[src/rtl/ghostbus_byte_host.sv]
// Ghostbus host: converts a byte-stream command protocol into ghostbus write/read strobes.
// Optional macro GB_HOST_AUTOINC_EN enables multi-word frames with address auto-increment.
module ghostbus_byte_host #(
    parameter int unsigned AW     = 24,
    parameter int unsigned DW     = 32,
    parameter int unsigned RD_LAT = 2,
    parameter logic [7:0]  ACK    = 8'hA5
) (
    input  logic          clk,
    input  logic          rst_n,
    input  logic [7:0]    rx_data,
    input  logic          rx_valid,
    output logic          rx_ready,
    output logic [7:0]    tx_data,
    output logic          tx_valid,
    input  logic          tx_ready,
    output logic [AW-1:0] gb_addr,
    output logic [DW-1:0] gb_dout,
    input  logic [DW-1:0] gb_din,
    output logic          gb_we,
    output logic          gb_re,
    output logic          busy
);
    localparam int unsigned ABYTES = AW / 8;
    localparam int unsigned DBYTES = DW / 8;
    localparam int unsigned NB     = (ABYTES > DBYTES) ? ABYTES : DBYTES;
    localparam int unsigned CW     = $clog2(NB) + 1;
    localparam int unsigned LW     = 4;

    typedef enum logic [2:0] {
        S_CMD, S_ADDR, S_DATA, S_WR, S_ACK, S_RD, S_WAIT, S_RESP
    } state_t;

    state_t        r_state;
    logic          r_is_rd;
    logic [CW-1:0] r_cnt;
    logic [LW-1:0] r_lat;
    logic [AW-1:0] r_asr;
    logic [DW-1:0] r_word;
    logic          r_rx_ready;
    logic          r_busy;
    logic          r_tx_valid;
    logic [7:0]    r_tx_data;
    logic [AW-1:0] r_addr;
    logic [DW-1:0] r_dout;
    logic          r_we;
    logic          r_re;
`ifdef GB_HOST_AUTOINC_EN
    logic [6:0]    r_left;
`endif

    always_ff @(posedge clk or negedge rst_n) begin
        if (!rst_n) begin
            r_state    <= S_CMD;
            r_is_rd    <= 1'b0;
            r_cnt      <= '0;
            r_lat      <= '0;
            r_asr      <= '0;
            r_word     <= '0;
            r_rx_ready <= 1'b1;
            r_busy     <= 1'b0;
            r_tx_valid <= 1'b0;
            r_tx_data  <= '0;
            r_addr     <= '0;
            r_dout     <= '0;
            r_we       <= 1'b0;
            r_re       <= 1'b0;
`ifdef GB_HOST_AUTOINC_EN
            r_left     <= '0;
`endif
        end else begin
            r_we <= 1'b0;
            r_re <= 1'b0;
            case (r_state)
                S_CMD: begin
                    if (rx_valid) begin
                        r_is_rd <= rx_data[7];
`ifdef GB_HOST_AUTOINC_EN
                        r_left  <= rx_data[6:0];
`endif
                        r_cnt   <= '0;
                        r_busy  <= 1'b1;
                        r_state <= S_ADDR;
                    end
                end
                // Address assembled off-bus so gb_addr holds its old value until complete
                S_ADDR: begin
                    if (rx_valid) begin
                        r_asr <= AW'({r_asr, rx_data});
                        if (r_cnt == CW'(ABYTES - 1)) begin
                            r_addr <= AW'({r_asr, rx_data});
                            r_cnt  <= '0;
                            if (r_is_rd) begin
                                r_rx_ready <= 1'b0;
                                r_re       <= 1'b1;
                                r_state    <= S_RD;
                            end else begin
                                r_state <= S_DATA;
                            end
                        end else begin
                            r_cnt <= r_cnt + CW'(1);
                        end
                    end
                end
                S_DATA: begin
                    if (rx_valid) begin
                        r_dout <= DW'({r_dout, rx_data});
                        if (r_cnt == CW'(DBYTES - 1)) begin
                            r_cnt      <= '0;
                            r_rx_ready <= 1'b0;
                            r_we       <= 1'b1;
                            r_state    <= S_WR;
                        end else begin
                            r_cnt <= r_cnt + CW'(1);
                        end
                    end
                end
                S_WR: begin
`ifdef GB_HOST_AUTOINC_EN
                    if (r_left != 7'd0) begin
                        r_left     <= r_left - 7'd1;
                        r_addr     <= r_addr + AW'(1);
                        r_rx_ready <= 1'b1;
                        r_state    <= S_DATA;
                    end else begin
                        r_tx_valid <= 1'b1;
                        r_tx_data  <= ACK;
                        r_state    <= S_ACK;
                    end
`else
                    r_tx_valid <= 1'b1;
                    r_tx_data  <= ACK;
                    r_state    <= S_ACK;
`endif
                end
                S_ACK: begin
                    if (tx_ready) begin
                        r_tx_valid <= 1'b0;
                        r_rx_ready <= 1'b1;
                        r_busy     <= 1'b0;
                        r_state    <= S_CMD;
                    end
                end
                S_RD: begin
                    r_lat   <= LW'(1);
                    r_state <= S_WAIT;
                end
                // Latency counter: r_lat equals cycles elapsed since the gb_re cycle
                S_WAIT: begin
                    if (r_lat == LW'(RD_LAT)) begin
                        r_tx_data  <= gb_din[DW-1 -: 8];
                        r_word     <= gb_din << 8;
                        r_tx_valid <= 1'b1;
                        r_cnt      <= '0;
                        r_state    <= S_RESP;
                    end else begin
                        r_lat <= r_lat + LW'(1);
                    end
                end
                S_RESP: begin
                    if (tx_ready) begin
                        if (r_cnt == CW'(DBYTES - 1)) begin
                            r_tx_valid <= 1'b0;
                            r_cnt      <= '0;
`ifdef GB_HOST_AUTOINC_EN
                            if (r_left != 7'd0) begin
                                r_left  <= r_left - 7'd1;
                                r_addr  <= r_addr + AW'(1);
                                r_re    <= 1'b1;
                                r_state <= S_RD;
                            end else begin
                                r_rx_ready <= 1'b1;
                                r_busy     <= 1'b0;
                                r_state    <= S_CMD;
                            end
`else
                            r_rx_ready <= 1'b1;
                            r_busy     <= 1'b0;
                            r_state    <= S_CMD;
`endif
                        end else begin
                            r_tx_data <= r_word[DW-1 -: 8];
                            r_word    <= r_word << 8;
                            r_cnt     <= r_cnt + CW'(1);
                        end
                    end
                end
                default: r_state <= S_CMD;
            endcase
        end
    end

    assign rx_ready = r_rx_ready;
    assign busy     = r_busy;
    assign tx_valid = r_tx_valid;
    assign tx_data  = r_tx_data;
    assign gb_addr  = r_addr;
    assign gb_dout  = r_dout;
    assign gb_we    = r_we;
    assign gb_re    = r_re;

endmodule

[config.mk]
export PLATFORM = sky130hd
export DESIGN_NAME = ghostbus_byte_host
export DESIGN_NICKNAME = d
export VERILOG_FILES = /design/src/rtl/ghostbus_byte_host.sv
export SDC_FILE = /design/constraint.sdc
export NUM_CORES = 1
export LEC_CHECK = 0
export CAP_MARGIN = 10
export CORE_MARGIN = 2
export CORE_UTILIZATION = 45
export DETAILED_ROUTE_END_ITERATION = 10
export GPL_ROUTABILITY_DRIVEN = 0
export GPL_TIMING_DRIVEN = 1
export HOLD_SLACK_MARGIN = 0.06
export PLACE_DENSITY_LB_ADDON = 0.08
export SKIP_LAST_GASP = 1
export SLEW_MARGIN = 20
export SYNTH_ARGS = -nofsm -noshare
export SYNTH_HDL_FRONTEND = slang
export SYNTH_SLANG_ARGS = --single-unit
[constraint.sdc]
create_clock -name clk -period 2.95 [get_ports clk]
set_clock_uncertainty 0.05 [all_clocks]
set_input_delay 0.59 -clock clk [delete_from_list [all_inputs] [get_ports clk]]
set_output_delay 0.59 -clock clk [all_outputs]
set_load 0.05 [all_outputs]
==> flow_summary.toml, run 1 <==
[outcome]
outcome = "complete, no violations"

[power]
ir_drop_mv = 0.845
p_per_area_nw_per_um2 = 1230
leakage_nw = 3.14

[timing]
max_slew.worst_pin.slew_ps = 879
slew_violations = 0
clock.fmax_mhz = 421
relSlewSlack_pct = 41.1
final.min_clock_period_ps = 2380
final-hold-violation-count = 0
setup_viol = 0
finalCritPeriodShare_pct = 80.6
tns_ps = 0
worst_slack_ps = 573
rsz0062_at_grt = "no"

[yosys]
yosys_warnings = 0
ys_ff_latch = 120
yosysSeqAreaShare_pct = 56.5
async_flop_share_pct = 100
syn_nets = 480
yosysUniqueCellTypes = 46
synth-main-ff-cell = "dfrtp_1"
syn_inst = 430
post_synth.cell_area_avg_um2 = 12.4
synthesis.area_um2 = 5320
synth-edff-count = 0

[routing]
met2_length_um = 5480
ant_nets = 0
routed.top_layer = "met4"
num_vias = 3647
post-route-drc-count = 0
drt_first_pass_iters = 4
wl_met3_um = 597
wirelength_um = 11200
drt_iter0_drc = 146
wl_met1_um = 4990
wire_per_inst_um = 15.9
vias_per_cell = 5.20

[global_routing]
grt_overflow = 0
grt_antenna_before_repair = 0
track_usage_pct = 18.6
grt_pass1_wl_um = 18500
grt_max_degree = 58
grt_pass1_vias = 3559

[worst_setup_path]
crit_path_top_delay_cell = "clkdlybuf4s50_1"
crit_chain = "clkdlybuf4s50_1"
cp.required_ps = 2310
cp.depth = 1
crit_fanout = 2
arrival_ps = 1740
end_kind = "primary output"
max_stage_delay_ps = 800
reg2reg_depth = 3
critPathTopFamily = "buffers and inverters"
path_buf_inv = 1
startpoint_type = "register"
critical_path_class = "reg -> out"

[place]
dp_hpwl_um = 7800
dp_slack_ps = 355
port_buffers = 112

[cells_and_area]
seq_area_um2 = 3000
multi_input_comb_area_um2 = 2150
fill_cells = 907
drive_gt1_share_pct = 23.3
fin_nets = 595
syn2layout_area_growth_pct = 34.8
diodes = 0

[floorplan]
die_h_um = 113
rows = 39
ioPinCount = 113
die_x_um = 113
start_util_pct = 46.4
core_area_um2 = 11500
dieArea_um2 = 12700

[clock_network]
cts_tree = "yes"
h-tree-depth = 4
clk_pin_slew_ps = 60
cts.sinks = 120
clk_path_buf_depth = 2
insertion_delay_ps = 410
cts_buffers = 17
post-cts-setup-buffers = 0
cts_hold_buf = 0
cts_resized = 0
cts_root_buf = "clkbuf_16"

[worst_hold_path]
hold_path_class = "in -> async"

[flow_run]
max-cap-violations = 0
registers in the layout, summed over array words and instances (netlist names):
| name | flops |
|---|---|
| busy | 1 |
| tx_data | 8 |
| r_cnt | 3 |
| r_is_rd | 1 |
| gb_dout | 32 |
| gb_we | 1 |
| rx_ready | 1 |
| gb_re | 1 |
| tx_valid | 1 |
| gb_addr | 24 |
| r_asr | 16 |
| r_word | 24 |
| r_state | 3 |
| r_lat | 4 |
cell usage after synthesis (2+ instances only):
master    instances  area (µm²)
dfrtp_1         119        2980
mux2_2           55         619
nand2_1          42         158
o21ai_0          34         170
nor2_1           22        82.6
mux2i_1          21         210
mux2_4           19         285
buf_2            15        75.1
a21oi_1          13        65.1
inv_1             8        30.0
nor3_1            8        40.0
a22oi_1           6        45.0
ha_1              6        75.1
a31oi_1           5        31.3
a211oi_1          4        30.0
clkbuf_1          4        15.0
nor2b_1           4        25.0
nor3_2            4        40.0
buf_4             3        22.5
buf_6             3        33.8
nand2b_1          3        18.8
nand3_1           3        15.0
o21ai_1           3        15.0
and3_1            2        12.5
nand3b_1          2        15.0
nor4_1            2        12.5
worst reg2reg max path, stage by stage (launching register included):
cell	delay, ps
dfrtp_1	620
inv_1	340
or4_4	850
mux2_4	390
stage by stage:
step	cell area [µm²]	utilization [%]	instances	total power (W)	hold slack [ps]
final	7170	62.6	701	0.00880	91.7
after global routing	7170	62.6	701	0.00930	123
after CTS	7170	62.6	701	0.00890	95.6
after detailed placement	6570	57.3	669	0.00678	421
after global placement	6570	57.3	669	0.00670	412
after floorplan	5320	-	430	0.00553	244
final cells by class:
class / instances / share of cell area, %
inverter: 9 / 0.471
tap: 143 / 2.49
timing repair buffer: 121 / 16.7
clock buffer: 17 / 5.93
multi-input combinational: 276 / 30.0
sequential: 120 / 41.9
clock inverter: 15 / 2.49
final timing paths:
path / slack (ps) / endpoint / start
setup / recovery: 570 / rx_ready / rx_ready$_DFFE_PN1P_
hold / removal: 90 / r_asr[13]$_DFFE_PN0P_ / rst_n
setup reg to reg: 580 / gb_addr[8]$_DFFE_PN0P_ / r_state[0]$_DFFE_PN0P_
hold reg to reg: 430 / r_word[24]$_DFFE_PN0P_ / r_word[24]$_DFFE_PN0P_
max in group asynchronous: 2000 / tx_data[5]$_DFFE_PN0P_ / rst_n
min in group clk: 430 / r_word[24]$_DFFE_PN0P_ / r_word[24]$_DFFE_PN0P_
placed cells by master, fill, tap and decap left out, types with 4 or more instances in the layout:
| master | count |
|---|---|
| nor2_1 | 22 |
| nor3_1 | 8 |
| a22oi_1 | 6 |
| a31oi_1 | 5 |
| ha_1 | 6 |
| dfrtp_1 | 119 |
| clkbuf_16 | 17 |
| clkdlybuf4s50_1 | 111 |
| mux2i_1 | 21 |
| mux2_2 | 55 |
| nor2b_1 | 4 |
| mux2_4 | 19 |
| buf_4 | 9 |
| a21oi_1 | 13 |
| a211oi_1 | 4 |
| clkinvlp_4 | 4 |
| o21ai_0 | 33 |
| clkinv_4 | 4 |
| nand2_1 | 42 |
| inv_1 | 8 |
kinds of logic after synthesis:
| kind of cell | count (synthesis) | synth area share (%) |
|---|---|---|
| DFF | 120 | 56.5 |
| and+or+nand+nor | 101 | 9.41 |
| muxes | 95 | 20.9 |
| AOI/OAI and AO/OA | 73 | 8.23 |
| buffers and inverters | 34 | 3.39 |
| adders and majority gates | 6 | 1.41 |
| xor gates and xnor gates | 1 | 0.165 |
layer usage:
layer / vias up / GRT usage [%]
met5: - / 0
met4: 0 / 5.53
met3: 9 / 5.14
met2: 101 / 29.9
met1: 1779 / 24.9
li1: 1758 / -
where the power goes:
part	internal (W)	total, W	switching [W]
Combinational	0.00152	0.00385	0.00233
Sequential	0.00236	0.00288	0.000517
Clock	0.00133	0.00207	0.000743
Power figures use the tool's default switching activity.
==> run 2: changes to the inputs <==
Clock period 2.95 ns to 2.2 ns, I/O delays scaled along.
==> run 2 against run 1 <==
Effect of this change:
- non-clock buffer count grew 18
- first-iteration DRC count grew 11%
- power grew 39%
- flip-flop and latch count is the same
- critical endpoint is now gb_dout[3]
- setup slack lost 480 ps
- via count grew 1.2%
- cell count grew 2.6%
- utilization grew 2.2 points
- global-route usage grew 0.55 points
- die area is the same
==> flow_summary.toml, run 2 (same netlist as run 1, synthesis figures left out) <==
[outcome]
outcome = "complete, no violations"

[worst_setup_path]
r2r_start = "r_lat[1]$_DFFE_PN0P_"
r2r_end = "r_state[1]$_DFFE_PN0P_"
crit_fanout = 3
critical_path_class = "reg -> out"
crit_path_top_delay_cell = "clkdlybuf4s50_1"
crit_chain = "clkdlybuf4s50_1"
cp.required_ps = 1710
critPathTopFamily = "buffers and inverters"
end_kind = "primary output"
max_stage_delay_ps = 820
startpoint_type = "register"
path_buf_inv = 1
reg2reg_depth = 6
ff2ff_setup_slack_ps = 130
arrival_ps = 1610

[clock_network]
h-tree-depth = 4
clk_pin_slew_ps = 50
insertion_delay_ps = 410
cts_tree = "yes"
clk_path_buf_depth = 2
cts_root_buf = "clkbuf_16"
cts_buffers = 17
post-cts-setup-buffers = 0
cts.sinks = 120

[timing]
final.min_clock_period_ps = 2100
max_slew.worst_pin.slew_ps = 557
slew_violations = 0
finalCritPeriodShare_pct = 95.6
clock.fmax_mhz = 475
rsz0062_at_grt = "no"
final-hold-violation-count = 0
setup_viol = 0
relSlewSlack_pct = 62.7

[global_routing]
grt_overflow = 0
grt_max_degree = 53
grt_pass1_wl_um = 19100
grt_antenna_before_repair = 0
track_usage_pct = 19.2
grt_pass1_vias = 3780

[cells_and_area]
largest_reg_flops = 32
fill_cells = 889
syn2layout_area_growth_pct = 39.5
post-route-util_pct = 64.7
multi_input_comb_area_um2 = 2160
mostFrequentLayoutCell = "dfrtp_1"
instances_no_fill = 719
seq_area_um2 = 3000
drive_gt1_share_pct = 25.7
layout_common_cells = "dfrtp_1, clkdlybuf4s50_1, mux2_2, nand2_1, o21ai_0"
diodes = 0
fin_nets = 613

[routing]
wire_per_inst_um = 15.9
vias_per_cell = 5.13
drt_first_pass_iters = 4
num_vias = 3692
ant_nets = 0
drt_iter0_drc = 162
wirelength_um = 11400
post-route-drc-count = 0

[place]
port_buffers = 112
dp_hpwl_um = 8050
dp.cells = 686

[power]
internal_power_w = 0.00743
power_frac_comb_pct = 44.1
pwr-share-seq_pct = 31.1
clkPwrFrac_pct = 24.8
swShare_pct = 39.4
leakage_nw = 3.29
power.switching_w = 0.00484
ir_drop_mv = 1.15
p_per_area_nw_per_um2 = 1650

[flow_run]
max-cap-violations = 0

[floorplan]
dieArea_um2 = 12700
die_h_um = 113
rows = 39
die_x_um = 113
start_util_pct = 46.4
ioPinCount = 113
core_area_um2 = 11500

[worst_hold_path]
holdPathEnd = "r_word[30]$_DFFE_PN0P_"
hold_path_class = "reg -> reg"
holdPathStages = 2
min_from = "r_word[30]$_DFFE_PN0P_"
[run 2: cell type report]
class	count	share of cell area (%)
multi-input combinational	276	29.1
inverter	9	0.455
clock buffer	19	6.10
timing repair buffer	139	18.8
sequential	120	40.5
tap	143	2.41
clock inverter	13	2.68
[run 2: timing repair]
item | CTS | global route
hold endpoints to repair | 27 | 0
gates resized for setup | 0 | 1
hold buffers | 1 | 0
setup endpoints to repair | 0 | 5
[run 2: stage by stage]
stage | TNS [ps] | hold slack [ps] | instance area [µm²] | worst slack [ps] | power, W
floorplan | 0 | 94.4 | 5320 | 212 | 0.00741
global placement | -268 | 347 | 6760 | -15.2 | 0.00917
detailed placement | -458 | 352 | 6760 | -31.1 | 0.00929
CTS | 0 | 433 | 7420 | 54.3 | 0.0124
global route | 0 | 449 | 7420 | 40.1 | 0.0129
finish | 0 | 428 | 7420 | 96.4 | 0.0123
[run 2: worst max path at each step]
stage | from | end | slack, ps | cells past startpoint
floorplan | r_lat[0]$_DFFE_PN0P_ | r_state[1]$_DFFE_PN0P_ | 210 | 7
global placement | rx_valid | gb_addr[16]$_DFFE_PN0P_ | -20 | 5
detailed placement | rx_valid | gb_addr[22]$_DFFE_PN0P_ | -30 | 5
finish | gb_dout[3]$_DFFE_PN0P_ | gb_dout[3] | 100 | 1
CTS | gb_dout[3]$_DFFE_PN0P_ | gb_dout[3] | 50 | 1
global route | r_lat[1]$_DFFE_PN0P_ | r_state[1]$_DFFE_PN0P_ | 40 | 6
[run 2: per-layer routing]
layer | share of wire [%] | wire length, µm | GRT usage (%)
met1 | 45 | 5080 | 24.7
met2 | 49 | 5580 | 30.9
met3 | 4.8 | 542 | 5.30
met4 | 1.7 | 199 | 7.56
met5 | 0 | 0 | 0
[run 2: power groups by stage]
stage / Clock (W) / Combinational [W] / Sequential, W
after global routing: 0.00320 / 0.00577 / 0.00398
after CTS: 0.00309 / 0.00545 / 0.00383
final: 0.00304 / 0.00541 / 0.00382
after global placement: 0 / 0.00534 / 0.00382
after floorplan: 0 / 0.00191 / 0.00550
after detailed placement: 0 / 0.00543 / 0.00386
[run 2: worst min-delay path, cell delays in order, from the launching register on]
cell and delay (ps):
dfrtp_1 340, nand2_1 40, o21ai_0 60
==> run 3: changes to the inputs <==
Settings changed: MAX_ROUTING_LAYER from default to met4.
==> run 3 against run 2 <==
Effect of this change:
- clock-buffer cell count unchanged
- worst hold slack lost 0.61 ps
- global-route usage is 0.66 points higher
- setup slack got worse by 4.1 ps
- register-to-register slack about the same
- critical endpoint is now gb_dout[7]
- largest power group unchanged
==> flow_summary.toml, run 3 (same netlist as run 1, synthesis figures left out) <==
[routing]
wl_met3_um = 552
drt_iter0_drc = 218
wirelength_um = 11500
vias_per_cell = 5.13
wire_per_inst_um = 15.9
routed.top_layer = "met4"
ant_nets = 0
num_vias = 3686
drt_first_pass_iters = 4
post-route-drc-count = 0
wl_met1_um = 5130
met2_length_um = 5570

[worst_setup_path]
path_buf_inv = 1
critPathTopFamily = "buffers and inverters"
arrival_ps = 1620
critical_path_class = "reg -> out"
cp.required_ps = 1710
crit_chain = "clkdlybuf4s50_1"
end_kind = "primary output"
crit_path_top_delay_cell = "clkdlybuf4s50_1"
startpoint_type = "register"
crit_fanout = 3
max_stage_delay_ps = 820

[floorplan]
die_h_um = 113
start_util_pct = 46.4
rows = 39
core_area_um2 = 11500
die_x_um = 113
dieArea_um2 = 12700
ioPinCount = 113

[power]
clkPwrFrac_pct = 24.8
pwr-share-seq_pct = 31.1
power.switching_w = 0.00485
power_frac_comb_pct = 44.1
ir_drop_mv = 1.15
leakage_nw = 3.29
p_per_area_nw_per_um2 = 1650
p_total_w = 0.0123
swShare_pct = 39.5
internal_power_w = 0.00743

[timing]
worst_slack_ps = 92.2
final.min_clock_period_ps = 2110
final-hold-violation-count = 0
rsz0062_at_grt = "no"
max_slew.worst_pin.slew_ps = 560
clock.fmax_mhz = 474
setup_viol = 0
relSlewSlack_pct = 62.5
finalCritPeriodShare_pct = 95.8
slew_violations = 0

[clock_network]
clk_pin_slew_ps = 60
cts_tree = "yes"
cts_buffers = 17
clk_path_buf_depth = 2
h-tree-depth = 4
insertion_delay_ps = 410
cts.sinks = 120
cts_root_buf = "clkbuf_16"
post-cts-setup-buffers = 0

[cells_and_area]
mostFrequentLayoutCell = "dfrtp_1"
seq_area_um2 = 3000
diodes = 0
fill_cells = 889
largest_reg_flops = 32
syn2layout_area_growth_pct = 39.5
drive_gt1_share_pct = 25.7
layout_common_cells = "dfrtp_1, clkdlybuf4s50_1, mux2_2, nand2_1, o21ai_0"
fin_nets = 613
multi_input_comb_area_um2 = 2160

[global_routing]
grt_antenna_before_repair = 0
grt_overflow = 0
grt_max_degree = 53
grt_pass1_vias = 3768
grt_pass1_wl_um = 19200
track_usage_pct = 19.8

[outcome]
outcome = "complete, no violations"

[worst_hold_path]
hold_path_class = "reg -> reg"

[flow_run]
max-cap-violations = 0

[place]
dp_hpwl_um = 8050
port_buffers = 112
dp_slack_ps = -31.1
[run 3: worst paths after layout]
check / startpoint / end / slack (ps) / cells past startpoint
worst min register to register: rx_ready$_DFFE_PN1P_ / rx_ready$_DFFE_PN1P_ / 430 / 2
worst min-delay path: rx_ready$_DFFE_PN1P_ / rx_ready$_DFFE_PN1P_ / 430 / 2
worst max-delay path: gb_dout[7]$_DFFE_PN0P_ / gb_dout[7] / 90 / 1
min in group asynchronous: rst_n / r_asr[0]$_DFFE_PN0P_ / 460 / 2
worst max register to register: r_lat[0]$_DFFE_PN0P_ / r_state[1]$_DFFE_PN0P_ / 130 / 7
max in group asynchronous: rst_n / rx_ready$_DFFE_PN1P_ / 1030 / 3
[run 3: area by class of cell]
| cell class | count | share of cell area [%] |
|---|---|---|
| clock inverters | 13 | 2.68 |
| well taps | 143 | 2.41 |
| multi-input cells | 276 | 29.1 |
| flip-flops and latches | 120 | 40.5 |
| repair buffers | 139 | 18.8 |
| clock buffers | 19 | 6.10 |
| inverters | 9 | 0.455 |
[run 3: what timing repair did]
action | in CTS | in global routing
endpoints found under the setup margin | 0 | 5
hold endpoints to repair | 27 | 0
gates resized for setup | 0 | 1
hold buffers | 1 | 0
[run 3: power groups by stage]
| stage | Clock [W] | Combinational, W | Sequential (W) |
|---|---|---|---|
| floorplan | 0 | 0.00191 | 0.00550 |
| global placement | 0 | 0.00534 | 0.00382 |
| detailed placement | 0 | 0.00543 | 0.00386 |
| CTS | 0.00309 | 0.00545 | 0.00383 |
| global route | 0.00320 | 0.00577 | 0.00398 |
| finish | 0.00304 | 0.00541 | 0.00382 |
[run 3: per-stage QoR]
stage                     TNS [ps]  hold WS, ps  area, µm²  instances  util [%]
final                            0          427       7420        719      64.7
after global routing             0          449       7420        719      64.7
after CTS                        0          433       7420        719      64.7
after detailed placement      -458          352       6760        686      58.9
after global placement        -268          347       6760        686      58.9
after floorplan                  0         94.4       5320        430         -
[run 3: per-layer routing]
metal	GRT usage, %	up-vias
met5	-	-
met4	7.80	0
met3	5.25	21
met2	30.8	103
met1	25.0	1779
li1	-	1783
[run 3: tightest hold or removal path, delay by kind of cell, from the launching register on]
family | cells | cell delay [ps]
DFF | 1 | 370
AOI/OAI and AO/OA | 1 | 60
buffers and inverters | 1 | 40
